**config.mk**
```make
export PLATFORM = sky130hd
export DESIGN_NAME = alarm_siren_driver
export DESIGN_NICKNAME = d
export VERILOG_FILES = /design/src/rtl/alarm_pkg.sv /design/src/rtl/alarm_siren_driver_tick_counter.sv /design/src/rtl/alarm_siren_driver.sv
export SDC_FILE = /design/constraint.sdc
export NUM_CORES = 1
export LEC_CHECK = 0
export BUFFER_PORTS_ARGS = -buffer_cell sky130_fd_sc_hd__buf_4
export CORE_MARGIN = 1
export CORE_UTILIZATION = 35
export CTS_BUF_LIST = sky130_fd_sc_hd__clkbuf_4
export DETAILED_ROUTE_END_ITERATION = 10
export GPL_TIMING_DRIVEN = 0
export MAX_ROUTING_LAYER = met4
export PLACE_DENSITY = 0.59
export RECOVER_POWER = 50
export SYNTH_ARGS = -nofsm -noshare
export SYNTH_HDL_FRONTEND = slang
export SYNTH_HIERARCHICAL = 1
export SYNTH_SLANG_ARGS = --single-unit
```
**constraint.sdc**
```tcl
create_clock -name clock -period 6.35 [get_ports clock]
set_input_delay 1.27 -clock clock [delete_from_list [all_inputs] [get_ports clock]]
set_output_delay 1.27 -clock clock [all_outputs]
set_load 0.02 [all_outputs]
```
**src/rtl/alarm_pkg.sv**
```systemverilog
// alarm_pkg -- shared definitions for the alarm controller and its siren driver.
//   alarm_state_e : siren driver state encoding (3 bits)
//   DEF_*_TICKS   : default tick constants shared with the controller
//   cnt_width()   : width of a tick counter that must hold values 0..max_ticks-1
package alarm_pkg;

  typedef enum logic [2:0] {
    ST_IDLE    = 3'd0,
    ST_SOUND   = 3'd1,
    ST_HOLDOFF = 3'd2,
    ST_LOCKOUT = 3'd3,
    ST_CHIRP   = 3'd4
  } alarm_state_e;

  localparam int DEF_SOUND_TICKS   = 8;
  localparam int DEF_HOLDOFF_TICKS = 4;
  localparam int DEF_BLINK_TICKS   = 2;
  localparam int DEF_CHIRP_TICKS   = 1;
  localparam int DEF_MAX_ROUNDS    = 3;

  // A counter only ever holds 0..max_ticks-1; keep at least one bit so a
  // limit of a single tick still produces a legal vector.
  function automatic int cnt_width(input int max_ticks);
    return (max_ticks <= 1) ? 1 : $clog2(max_ticks);
  endfunction

endpackage

```
**src/rtl/alarm_siren_driver_tick_counter.sv**
```systemverilog
// tick_counter -- counts tick enables up to a terminal value.
//   clock, reset : clock and synchronous active-high reset
//   clear        : return the count to zero (wins over tick_en)
//   tick_en      : count this cycle
//   limit        : terminal count (number of ticks minus one)
//   done         : high in the cycle whose tick reaches the terminal count
// The count holds at the terminal value instead of wrapping; the owner is
// expected to clear it when done fires.
module tick_counter #(
  parameter int W = 3
) (
  input  logic         clock,
  input  logic         reset,
  input  logic         clear,
  input  logic         tick_en,
  input  logic [W-1:0] limit,
  output logic         done
);

  logic [W-1:0] cnt_q;
  logic [W-1:0] cnt_d;

  always_comb begin
    done  = tick_en && (cnt_q == limit);
    cnt_d = cnt_q;
    if (clear) begin
      cnt_d = '0;
    end else if (tick_en && (cnt_q != limit)) begin
      cnt_d = cnt_q + 1'b1;
    end
  end

  always_ff @(posedge clock) begin
    if (reset) begin
      cnt_q <= '0;
    end else begin
      cnt_q <= cnt_d;
    end
  end

endmodule

```
**src/rtl/alarm_siren_driver.sv**
```systemverilog
// alarm_siren_driver -- drives the siren and hazard lights from the alarm
// controller's request level (alarme) and disarm indication (desarmar).
// Bounds each siren round, inserts silent gaps between rounds, locks out after
// MAX_ROUNDS rounds and, when built with SIREN_CHIRP_EN defined, sounds a short
// acknowledgment chirp on disarm. Without SIREN_CHIRP_EN a disarm goes straight
// to IDLE.
//   clock, reset : clock and synchronous active-high reset
//   tick         : one-cycle time-base enable from the shared prescaler
//   alarme       : alarm request level
//   desarmar     : disarm indication, its rising edge is the event
//   siren        : siren drive
//   lights       : hazard-light drive
//   active       : high whenever the driver is not idle
//   round        : completed sound rounds since the last IDLE
// Interfaces are level/event based, no valid/ready handshake. All outputs are
// registered alongside the state, so every transition shows on the edge after
// the input that caused it.
module alarm_siren_driver
  import alarm_pkg::*;
#(
  parameter int SOUND_TICKS   = DEF_SOUND_TICKS,
  parameter int HOLDOFF_TICKS = DEF_HOLDOFF_TICKS,
  parameter int BLINK_TICKS   = DEF_BLINK_TICKS,
  parameter int CHIRP_TICKS   = DEF_CHIRP_TICKS,
  parameter int MAX_ROUNDS    = DEF_MAX_ROUNDS
) (
  input  logic       clock,
  input  logic       reset,
  input  logic       tick,
  input  logic       alarme,
  input  logic       desarmar,
  output logic       siren,
  output logic       lights,
  output logic       active,
  output logic [3:0] round
);

  localparam int MAX_TIMED = (SOUND_TICKS > HOLDOFF_TICKS)
                           ? ((SOUND_TICKS > CHIRP_TICKS) ? SOUND_TICKS : CHIRP_TICKS)
                           : ((HOLDOFF_TICKS > CHIRP_TICKS) ? HOLDOFF_TICKS : CHIRP_TICKS);
  localparam int TW = cnt_width(MAX_TIMED);
  localparam int BW = cnt_width(BLINK_TICKS);
  localparam logic [3:0] ROUND_MAX = 4'(MAX_ROUNDS);

`ifdef SIREN_CHIRP_EN
  localparam alarm_state_e DIS_TARGET = ST_CHIRP;
`else
  localparam alarm_state_e DIS_TARGET = ST_IDLE;
`endif

  alarm_state_e  state_q, state_d;
  logic          siren_q, siren_d;
  logic          lights_q, lights_d;
  logic          active_q, active_d;
  logic [3:0]    round_q, round_d;
  logic          desarmar_q;
  logic          dis_mask_q;

  logic          dis_ev;
  logic          entering;
  logic [TW-1:0] timer_limit;
  logic          timer_en, timer_done;
  logic          blink_clear, blink_en, blink_done;

  always_comb begin
    // dis_mask_q suppresses a desarmar level that was already high when reset
    // was released; it drops once desarmar goes low.
    dis_ev      = desarmar && !desarmar_q && !dis_mask_q;
    state_d     = state_q;
    round_d     = round_q;
    timer_limit = '0;
    timer_en    = 1'b0;

    case (state_q)
      ST_SOUND: begin
        timer_limit = TW'(SOUND_TICKS - 1);
        timer_en    = tick;
      end
      ST_HOLDOFF: begin
        timer_limit = TW'(HOLDOFF_TICKS - 1);
        timer_en    = tick;
      end
`ifdef SIREN_CHIRP_EN
      ST_CHIRP: begin
        timer_limit = TW'(CHIRP_TICKS - 1);
        timer_en    = tick;
      end
`endif
      default: ;
    endcase

    case (state_q)
      ST_IDLE: begin
        if (dis_ev)      state_d = DIS_TARGET;
        else if (alarme) state_d = ST_SOUND;
      end
      ST_SOUND: begin
        if (dis_ev)       state_d = DIS_TARGET;
        else if (!alarme) state_d = ST_IDLE;
        else if (timer_done) begin
          round_d = (round_q >= ROUND_MAX) ? ROUND_MAX : round_q + 4'd1;
          state_d = (round_d == ROUND_MAX) ? ST_LOCKOUT : ST_HOLDOFF;
        end
      end
      ST_HOLDOFF: begin
        if (dis_ev)          state_d = DIS_TARGET;
        else if (!alarme)    state_d = ST_IDLE;
        else if (timer_done) state_d = ST_SOUND;
      end
      ST_LOCKOUT: begin
        if (dis_ev)       state_d = DIS_TARGET;
        else if (!alarme) state_d = ST_IDLE;
      end
`ifdef SIREN_CHIRP_EN
      ST_CHIRP: begin
        if (timer_done) state_d = ST_IDLE;
      end
`endif
      default: state_d = ST_IDLE;
    endcase

    if ((state_d == ST_IDLE) || (state_d == ST_CHIRP)) round_d = 4'd0;

    // Any state change restarts both timers, which also discards a tick that
    // coincides with the transition.
    entering    = (state_d != state_q);
    blink_en    = tick && (state_q == ST_SOUND);
    blink_clear = entering || blink_done;

    siren_d  = (state_d == ST_SOUND) || (state_d == ST_CHIRP);
    active_d = (state_d != ST_IDLE);
    case (state_d)
      ST_SOUND:   lights_d = entering ? 1'b1 : (blink_done ? !lights_q : lights_q);
      ST_LOCKOUT: lights_d = 1'b1;
      ST_CHIRP:   lights_d = 1'b1;
      default:    lights_d = 1'b0;
    endcase
  end

  tick_counter #(.W(TW)) u_state_timer (
    .clock   (clock),
    .reset   (reset),
    .clear   (entering),
    .tick_en (timer_en),
    .limit   (timer_limit),
    .done    (timer_done)
  );

  tick_counter #(.W(BW)) u_blink_timer (
    .clock   (clock),
    .reset   (reset),
    .clear   (blink_clear),
    .tick_en (blink_en),
    .limit   (BW'(BLINK_TICKS - 1)),
    .done    (blink_done)
  );

  always_ff @(posedge clock) begin
    if (reset) begin
      state_q    <= ST_IDLE;
      siren_q    <= 1'b0;
      lights_q   <= 1'b0;
      active_q   <= 1'b0;
      round_q    <= 4'd0;
      desarmar_q <= 1'b0;
      dis_mask_q <= desarmar;
    end else begin
      state_q    <= state_d;
      siren_q    <= siren_d;
      lights_q   <= lights_d;
      active_q   <= active_d;
      round_q    <= round_d;
      desarmar_q <= desarmar;
      dis_mask_q <= dis_mask_q && desarmar;
    end
  end

  assign siren  = siren_q;
  assign lights = lights_q;
  assign active = active_q;
  assign round  = round_q;

endmodule

```
---- Yosys cells after proc, flatten, opt, wreduce, memory -nomap -nowiden ----
Cells that the tools add are included.
cells by class
  $add $sub $neg .......................... 3
  $lt $le $gt $ge ......................... 1
  eq/ne operators ......................... 11
  mux-type cells .......................... 19
  bitwise logic cells ..................... 2
  reduce and logical (&&, ||, !) cells .... 23
operators by type and width
  kind                 number
  $mux 3               10
  $pmux 3 s4           1
  $reduce_or 2->1      5
  $eq 3x2->1 const B   3
  $logic_and 1x1->1    8
  $eq 3x1->1 const B   2
  $logic_not 3->1      2
  $ne 3x3->1           2
  $pmux 3 s2           1
  $mux 1               5
  $add 4x1->4 const B  1
  $eq 4x2->1 const B   1
  $ge 4x2->1 const B   1
  $mux 4               1
  $reduce_and 4->1     1
  $add 3x1->3 const B  1
  $eq 3x3->1           1
  $eq 3x3->1 const B   1
  $logic_not 1->1      3
  $logic_or 1x1->1     3
  $ne 3x3->1 const B   1
  $reduce_bool 3->1    1
  $not 1->1            2
  $pmux 1 s2           1
  $add 1x1->1 const B  1
storage, ports and cells
  bits in registers ....................... 16
  input port bits ......................... 5
  output and inout port bits .............. 7
  word-level logic and storage cells ...... 68

---- Depth between registers and ports, before layout ----
Gate-level depths: netlist of run 1.
  depth after elaboration ................. 11
  gate-level depth with buffers ........... 14
  mapped depth without buffers ............ 12

---- Cells and area by module ----
Netlist of run 1, hierarchy kept.
modules (own cells, without submodules)
  module                        times used  cells an instance  area each (sq um)  seq. area each (sq um)
  alarm_siren_driver            1           57                 546.8              240.2
  tick_counter (u_state_timer)  1           32                 249.0              60.1
  tick_counter (u_blink_timer)  1           5                  55.1               20.0

---- Worst setup path after synthesis of run 1 ----
No wires, ideal clock.
  path kind ............................... input port to flip-flop
  from .................................... in tick
  to ...................................... reg u_state_timer.cnt_q[0]
  library setup time ...................... 123 ps
  arrival time ............................ 3309 ps
  required time ........................... 6227 ps
  setup slack ............................. 2917 ps
  cell stages on the path ................. 11
  path buffers ............................ 1
  path through ............................ and2_1 > buf_2 > inv_1 > nor4_1 > inv_1 > maj3_1 > mux2i_1 > or2_2 > or3b_2 > nor4_1 > nand3b_1
on the way
  cells in the longest elaborated chain, start to end .. 8
  elaborated cells between the ends (all ways) .. 12
  those cells by class .................... 1 x eq/ne; 8 x mux; 3 x reduce/logical
ends and longest elaborated chain
  item                                  RTL line                                              RTL
  from (decl)                           alarm_siren_driver.sv:29                              input logic tick,
  $mux 1 (*)                            alarm_siren_driver.sv:74                              case (state_q)
  $logic_and 1x1->1 (*)                 alarm_siren_driver_tick_counter.sv:24                 done = tick_en && (cnt_q == limit);
  via timer_done                        alarm_siren_driver.sv:62                              logic timer_en, timer_done;
  $mux 3 (on tied branches)             alarm_siren_driver.sv:108, alarm_siren_driver.sv:100
  $mux 3 (on tied branches)             alarm_siren_driver.sv:107, alarm_siren_driver.sv:99
  $mux 3 (on tied branches)             alarm_siren_driver.sv:106, alarm_siren_driver.sv:98
  $pmux 3 s4 (*)                        alarm_siren_driver.sv:92                              case (state_q)
  $ne 3x3->1 (*)                        alarm_siren_driver.sv:126                             entering = (state_d != state_q);
  via entering                          alarm_siren_driver.sv:60                              logic entering;
  $reduce_or 2->1 (no source line) (*)  n/a
  to (signal assigned)                  alarm_siren_driver_tick_counter.sv:37                 cnt_q <= cnt_d;
  to (decl)                             alarm_siren_driver_tick_counter.sv:20                 logic [W-1:0] cnt_q;
The timed path passes the listed nets; every way through them passes the cells marked *.
A chain may end at the register's enable or synchronous reset.

---- Final worst setup path of run 1 ----
  from .................................... in tick
  to ...................................... reg u_state_timer.cnt_q[0]
on the way
  cells in the longest elaborated chain, start to end .. 8
  elaborated cells between the ends (all ways) .. 12
  those cells by class .................... 1 x eq/ne; 8 x mux; 3 x reduce/logical
ends and longest elaborated chain
  item                                  RTL line
  $mux 1 (*)                            alarm_siren_driver.sv:74
  via timer_en                          alarm_siren_driver.sv:62
  $logic_and 1x1->1 (*)                 alarm_siren_driver_tick_counter.sv:24
  via timer_done                        alarm_siren_driver.sv:62
  $mux 3 (on tied branches)             alarm_siren_driver.sv:108, alarm_siren_driver.sv:100
  $mux 3 (on tied branches)             alarm_siren_driver.sv:107, alarm_siren_driver.sv:99
  $mux 3 (on tied branches)             alarm_siren_driver.sv:106, alarm_siren_driver.sv:98
  $pmux 3 s4 (*)                        alarm_siren_driver.sv:92
  $ne 3x3->1 (*)                        alarm_siren_driver.sv:126
  via entering                          alarm_siren_driver.sv:60
  $reduce_or 2->1 (no source line) (*)  n/a
Marks and branches as above.

==> flow_summary.ini, run 1 <==
[die]
die_w_um = 51.3
floorplan.rows = 17
die_h_um = 51.3
io_pins = 12
die_area_um2 = 2630
placeableCoreArea_um2 = 2250
initial_core_util_pct = 37.7

[clock_network]
cts-htree-levels = 1
cts_resized = 0
clk_pin_slew_ps = 100
cts.sinks = 16
hold_buffers = 0
clock_latency_ps = 280
clockRootBuffer = clkbuf_4
cts_buffers = 3
cts_setup_buffers = 0
cts_buffer_depth = 2
cts_tree = done

[logic_synthesis]
yosysSeqAreaShare_pct = 37.6
yosys_warnings = 6
yosys_most_used_dff = dfxtp_1
synth.cell_area_um2 = 851
synthDistinctLibCells = 38
async_flop_share_pct = 0
syn_area_per_cell_um2 = 9.05
syn-instance-count = 94
synth_edf_count = 0
ys_seq_elements = 16

[worst_setup_path]
end_kind = flop
cpMaxStageDelayCell = nor4_1
cp_data_required_time_ps = 6530
cp-startpoint = tick
worstRegToRegCells = 14
crit_fanout = 9
crit_end = u_state_timer/cnt_q[0]$_SDFFE_PP0P_
slowest_delay_ps = 790
reg2reg_slack_ps = 2820
crit_type = in2reg
worstPathCellList = buf_4 -> and2_1 -> clkbuf_1 -> inv_1 -> nor4_1 -> inv_1 -> maj3_1 -> mux2i_1 -> or2_2 -> or3b_2 -> nor4_1 -> nand3b_1
reg2reg_to = u_state_timer/cnt_q[0]$_SDFFE_PP0P_
start_kind = input pin
reg2reg_from = state_q[0]$_SDFF_PP0_
cp.depth = 12
cpLargestDelayFamily = simple AND/OR/NAND/NOR gates
arrival_ps = 3810
cp_num_buf_inv = 4

[place]
portBuffers = 11
dpl.cell_count = 134
hpwl_mm = 1.14
place.gp.congestion = 0.773

[drt]
wl_per_cell_um = 11.3
route.met3.wl_um = 90
highest_layer = met4
routed_wl_mm = 1.55
antenna_left = 0
met2_length_um = 664
vias_per_cell = 4.91
drc = 0
drt_iter0_drc = 24
wl_met1_um = 783
vias = 677
dr.pass1.iters = 4

[finish]
fill_cells = 241
regArea_um2 = 320
finalNetCount = 118
final_util_pct = 42.7
num_antenna_cells = 0
multiInputGateArea_um2 = 490
layout-drive-gt1-share_pct = 13.6
area_growth_pct = 13.1
instances_no_fill = 138

[sta]
tightest_slew_ps = 905
setup_viol = 0
finalCritPeriodShare_pct = 57.2
finalHoldViolCount = 0
clock.fmax_ghz = 0.276
finalMaxSlewViolations = 0
setup_tns_ps = 0
max_slew_margin_pct = 39.1
finClkSkew_ps = 2.79
rsz0062_at_grt = no
final.min_clock_period_ps = 3630

[grt]
grt_start_max_net_pins = 10
antenna_found_initial = 0
grt_pass1_vias = 600
grt_usage_pct = 13.7
grt_overflow = 0
grt_pass1_wl_mm = 2.59

[power]
leakage_uw = 0.000425
power_density_nw_per_um2 = 181
ir_drop_uv = 109

[run]
cap_violations = 0

[min_path]
hold_class = reg2reg

[run_status]
status = finished, final reports clean
==> through the flow <==
| step | worst slack, ps | instance area [µm²] | total power [µW] | hold WS, ps |
|---|---|---|---|---|
| 6_report | 2720 | 962 | 174 | 450 |
| 5_1_grt | 2400 | 962 | 182 | 477 |
| 3_3_place_gp | 2590 | 972 | 122 | 436 |
| 3_5_place_dp | 2570 | 972 | 122 | 439 |
| 4_1_cts | 2860 | 998 | 178 | 455 |
| 2_1_floorplan | 2920 | 855 | 116 | 441 |
==> kinds of logic after synthesis <==
family | after synthesis | share of synthesized area (%)
other | 2 | 0.883
AOI/OAI and AO/OA | 16 | 13.7
muxes | 2 | 2.35
xor gates and xnor gates | 6 | 6.18
buffers and inverters | 9 | 4.56
DFF | 16 | 37.6
and+or+nand+nor | 40 | 30.6
adders and majority gates | 3 | 4.12
==> where the power goes <==
group	internal, µW	switching, µW
Combinational	6.32	8.49
Clock	22.8	32.6
Sequential	102	1.17
Total	132	42.3
==> cells in the mapped netlist (3+ instances only) <==
cell type,instances,area [µm²]
inv_1,7,26.3
dfxtp_1,16,320
nand2_1,5,18.8
or3_1,3,18.8
a21oi_1,5,25.0
nor2b_1,3,18.8
xor2_1,4,35.0
nor2_1,6,22.5
and2_1,4,25.0
==> final cells by class <==
cell class	instances	area share, %
multi-input cells	70	51.0
flip-flops and latches	16	33.3
repair buffers	11	5.46
well taps	28	3.64
inverters	7	2.73
clock buffers	3	2.34
plain buffers	2	1.17
clock inverters	1	0.390
==> sequential cells by signal, summed over array words and instances (netlist names) <==
register / cells
desarmar_q: 1
lights: 1
siren: 1
u_state_timer/cnt_q: 3
active: 1
dis_mask_q: 1
round: 4
u_blink_timer/cnt_q: 1
state_q: 3
==> layer usage <==
metal  track usage (%)  vias to the layer above
li1                  -                      356
met5                 -                        -
met1              17.5                      300
met2              20.6                       19
met4              6.76                        0
met3              2.68                        2
==> placed cells by master (no fill, tap or decap), types with 3 or more instances in the layout <==
cell type,netlist,routed
a21oi_1,5,5
and2_1,4,4
buf_4,1,3
clkbuf_1,0,9
clkbuf_4,0,4
conb_1,2,3
dfxtp_1,16,16
inv_1,7,7
nand2_1,5,5
nor2_1,6,6
nor2b_1,3,3
or3_1,3,3
xor2_1,4,4
==> worst min-delay path by stage <==
stage / slack [ps] / to / startpoint / depth (start not counted)
final: 450 / round[2]$_SDFFE_PP0P_ / round[2]$_SDFFE_PP0P_ / 2
after detailed placement: 440 / round[2]$_SDFFE_PP0P_ / round[2]$_SDFFE_PP0P_ / 2
after floorplan: 440 / dis_mask_q$_DFF_P_ / dis_mask_q$_DFF_P_ / 1
after global routing: 480 / round[3]$_SDFFE_PP0P_ / round[3]$_SDFFE_PP0P_ / 2
after CTS: 460 / round[2]$_SDFFE_PP0P_ / round[2]$_SDFFE_PP0P_ / 2
after global placement: 440 / round[2]$_SDFFE_PP0P_ / round[2]$_SDFFE_PP0P_ / 2
==> tightest hold or removal path, delay by kind of cell, from the launching register on <==
family / cells / cell delay (ps)
flops: 1 / 330
simple gates: 1 / 30
buf+inv: 1 / 50
Note: power is estimated with default switching activity, not from simulation.
==> run 2: changes to the inputs <==
--- a/config.mk
+++ b/config.mk
@@ -5,6 +5,7 @@
 export SDC_FILE = /design/constraint.sdc
 export NUM_CORES = 1
 export LEC_CHECK = 0
+export ABC_AREA = 1
 export BUFFER_PORTS_ARGS = -buffer_cell sky130_fd_sc_hd__buf_4
 export CORE_MARGIN = 1
 export CORE_UTILIZATION = 35
@@ -12,7 +13,7 @@
 export DETAILED_ROUTE_END_ITERATION = 10
 export GPL_TIMING_DRIVEN = 0
 export MAX_ROUTING_LAYER = met4
-export PLACE_DENSITY = 0.59
+export PLACE_DENSITY = 0.61
 export RECOVER_POWER = 50
 export SYNTH_ARGS = -nofsm -noshare
 export SYNTH_HDL_FRONTEND = slang
==> constraint.sdc (replaced) <==
create_clock -name clock -period 3.1 [get_ports clock]
set_input_delay 0.62 -clock clock [delete_from_list [all_inputs] [get_ports clock]]
set_output_delay 0.62 -clock clock [all_outputs]
set_load 0.02 [all_outputs]
==> flow_summary.ini, run 2 <==
[run_status]
status = finished, final reports clean

[die]
io_pins = 12
placeableCoreArea_um2 = 2250
floorplan.rows = 17
initial_core_util_pct = 38.2
die_h_um = 51.6
die_area_um2 = 2660
die_w_um = 51.6

[grt]
antenna_found_initial = 0
grt_pass1_wl_mm = 2.77
grt_start_max_net_pins = 10
grt_usage_pct = 14.4
grt_pass1_vias = 729
grt_overflow = 0

[logic_synthesis]
synth_top_area_share_pct = 37.2
synth_edf_count = 0
yosys_most_used_dff = dfxtp_1
ys_seq_elements = 16
synthMostInstantiatedCell = nand2_1
async_flop_share_pct = 0
synthDistinctLibCells = 18
yosys.area.top_type = dfxtp_1
syn_area_per_cell_um2 = 6.47
yosys_warnings = 6
synth_area_leaders = dfxtp_1, nand2_1, inv_1
syn-instance-count = 133
synth_commonest_cells = nand2_1, inv_1, dfxtp_1, nor2_1, nand3_1
yosysSeqAreaShare_pct = 37.2
synth.cell_area_um2 = 861

[clock_network]
cts_tree = done
cts_buffers = 3
cts_resized = 0
cts_setup_buffers = 0
cts_buffer_depth = 2
cts-htree-levels = 1
hold_buffers = 0
clockRootBuffer = clkbuf_4
cts.sinks = 16
clk_pin_slew_ps = 90
clock_latency_ps = 290

[sta]
finalMaxSlewViolations = 0
clock.fmax_ghz = 0.378
final.min_clock_period_ps = 2640
setup_tns_ps = 0
finClkSkew_ps = 3.74
finalHoldViolCount = 0
setup_viol = 0
fin_ws_ps = 457
rsz0062_at_grt = no
finalCritPeriodShare_pct = 85.3

[place]
hpwl_mm = 1.21
place.gp.congestion = 0.890
pre_cts_ws_ps = 470
portBuffers = 11
dpl_cell_area_um2 = 986

[power]
power_frac_seq_pct = 57.7
power_density_nw_per_um2 = 374
switching_power_uw = 96.3
ir_drop_uv = 242
leakage_uw = 0.000474
total_power_uw = 367
p_sw_share_pct = 26.2
clkPwrFrac_pct = 31.1
pwr-share-comb_pct = 11.1
internal_power_uw = 271

[drt]
antenna_left = 0
dr.pass1.iters = 6
wl_per_cell_um = 8.48
drc = 0
vias = 802
drt_iter0_drc = 12
routed_wl_mm = 1.51
vias_per_cell = 4.51

[finish]
finalNetCount = 158
fill_cells = 260
multiInputGateArea_um2 = 443
num_antenna_cells = 0
final_util_pct = 43.6
final_common_cell = nand2_1
regArea_um2 = 320
largest_reg_flops = 4
layout-drive-gt1-share_pct = 10.7
area_growth_pct = 14.1
final_cell_mix = nand2_1, inv_1, nor2_1, dfxtp_1, nand3_1
final_area_um2 = 982

[min_path]
hold_path_startpoint = dis_mask_q$_DFF_P_
hold_class = reg2reg

[worst_setup_path]
end_kind = flop
crit_type = reg2reg
reg2reg_from = state_q[1]$_SDFF_PP0_
cp-startpoint = state_q[1]$_SDFF_PP0_
start_kind = flop
cp_data_required_time_ps = 3290
arrival_ps = 2840
crit_fanout = 7

[run]
cap_violations = 0
## run 2: changes by cell type in the layout (fill, tap and decap cells not counted), moves of 4 or more
cell / before / now
and2_1: 4 / 0
inv_1: 7 / 26
nand2_1: 5 / 36
nand3_1: 1 / 13
nor2_1: 6 / 16
nor2_2: 0 / 4
xor2_1: 4 / 0
## run 2: area by class of cell
cell class                      instances  area share (%)
Tap cell                               28            3.57
Clock inverter                          1           0.382
Timing Repair Buffer                   11            5.35
Sequential cell                        16            32.6
Multi-Input combinational cell         91            45.1
Inverter                               28            10.7
Clock buffer                            3            2.29
## run 2: final timing paths
kind                                      endpoint  slack [ps]  depth (start not counted)
setup / recovery  u_blink_timer/cnt_q$_SDFFE_PP0P_         460                         17
hold / removal                  dis_mask_q$_DFF_P_         450                          2
setup reg to reg  u_blink_timer/cnt_q$_SDFFE_PP0P_         460                         17
hold reg to reg                 dis_mask_q$_DFF_P_         450                          2
## run 2: per-layer routing
layer	GRT usage, %	vias to the layer above	part of all wire, %
li1	-	431	-
met1	16.7	350	48
met2	22.7	14	45
met3	2.63	7	3.2
met4	9.46	0	3.6
met5	-	-	0
## run 2: critical path, stage by stage, from the launching register on
cell and delay [ps]:
dfxtp_1 450, inv_2 80, nand3_1 150, nand2_1 120, xnor2_1 180, nand3_2 160
nor2_1 290, nand2_1 110, o21ai_2 90, nand3_2 140, nor2_2 270, nor2_2 100
nand2_2 140, nor2_2 50, inv_1 50, nor2_1 40, nand2_1 100, nor2_2 40
## run 2: stage by stage
stage | hold WS (ps) | instances
after floorplan | 428 | 135
after global placement | 438 | 174
after detailed placement | 444 | 174
after CTS | 457 | 178
after global routing | 472 | 178
final | 453 | 178
## run 2: logic make-up after synthesis
family	count (synthesis)	synth area share, %
and+or+nand+nor	75	40.1
xor gates and xnor gates	1	1.02
DFF	16	37.2
other	2	0.872
adders and majority gates	2	2.91
AOI/OAI and AO/OA	9	5.67
buffers and inverters	28	12.2
## run 2: power by group through the flow
stage / Combinational (µW) / Sequential (µW) / Clock [µW]
2_1_floorplan: 28.4 / 219 / 0
3_3_place_gp: 42.2 / 217 / 0
3_5_place_dp: 43.1 / 217 / 0
4_1_cts: 43.5 / 212 / 118
5_1_grt: 47.1 / 213 / 132
6_report: 40.9 / 212 / 114
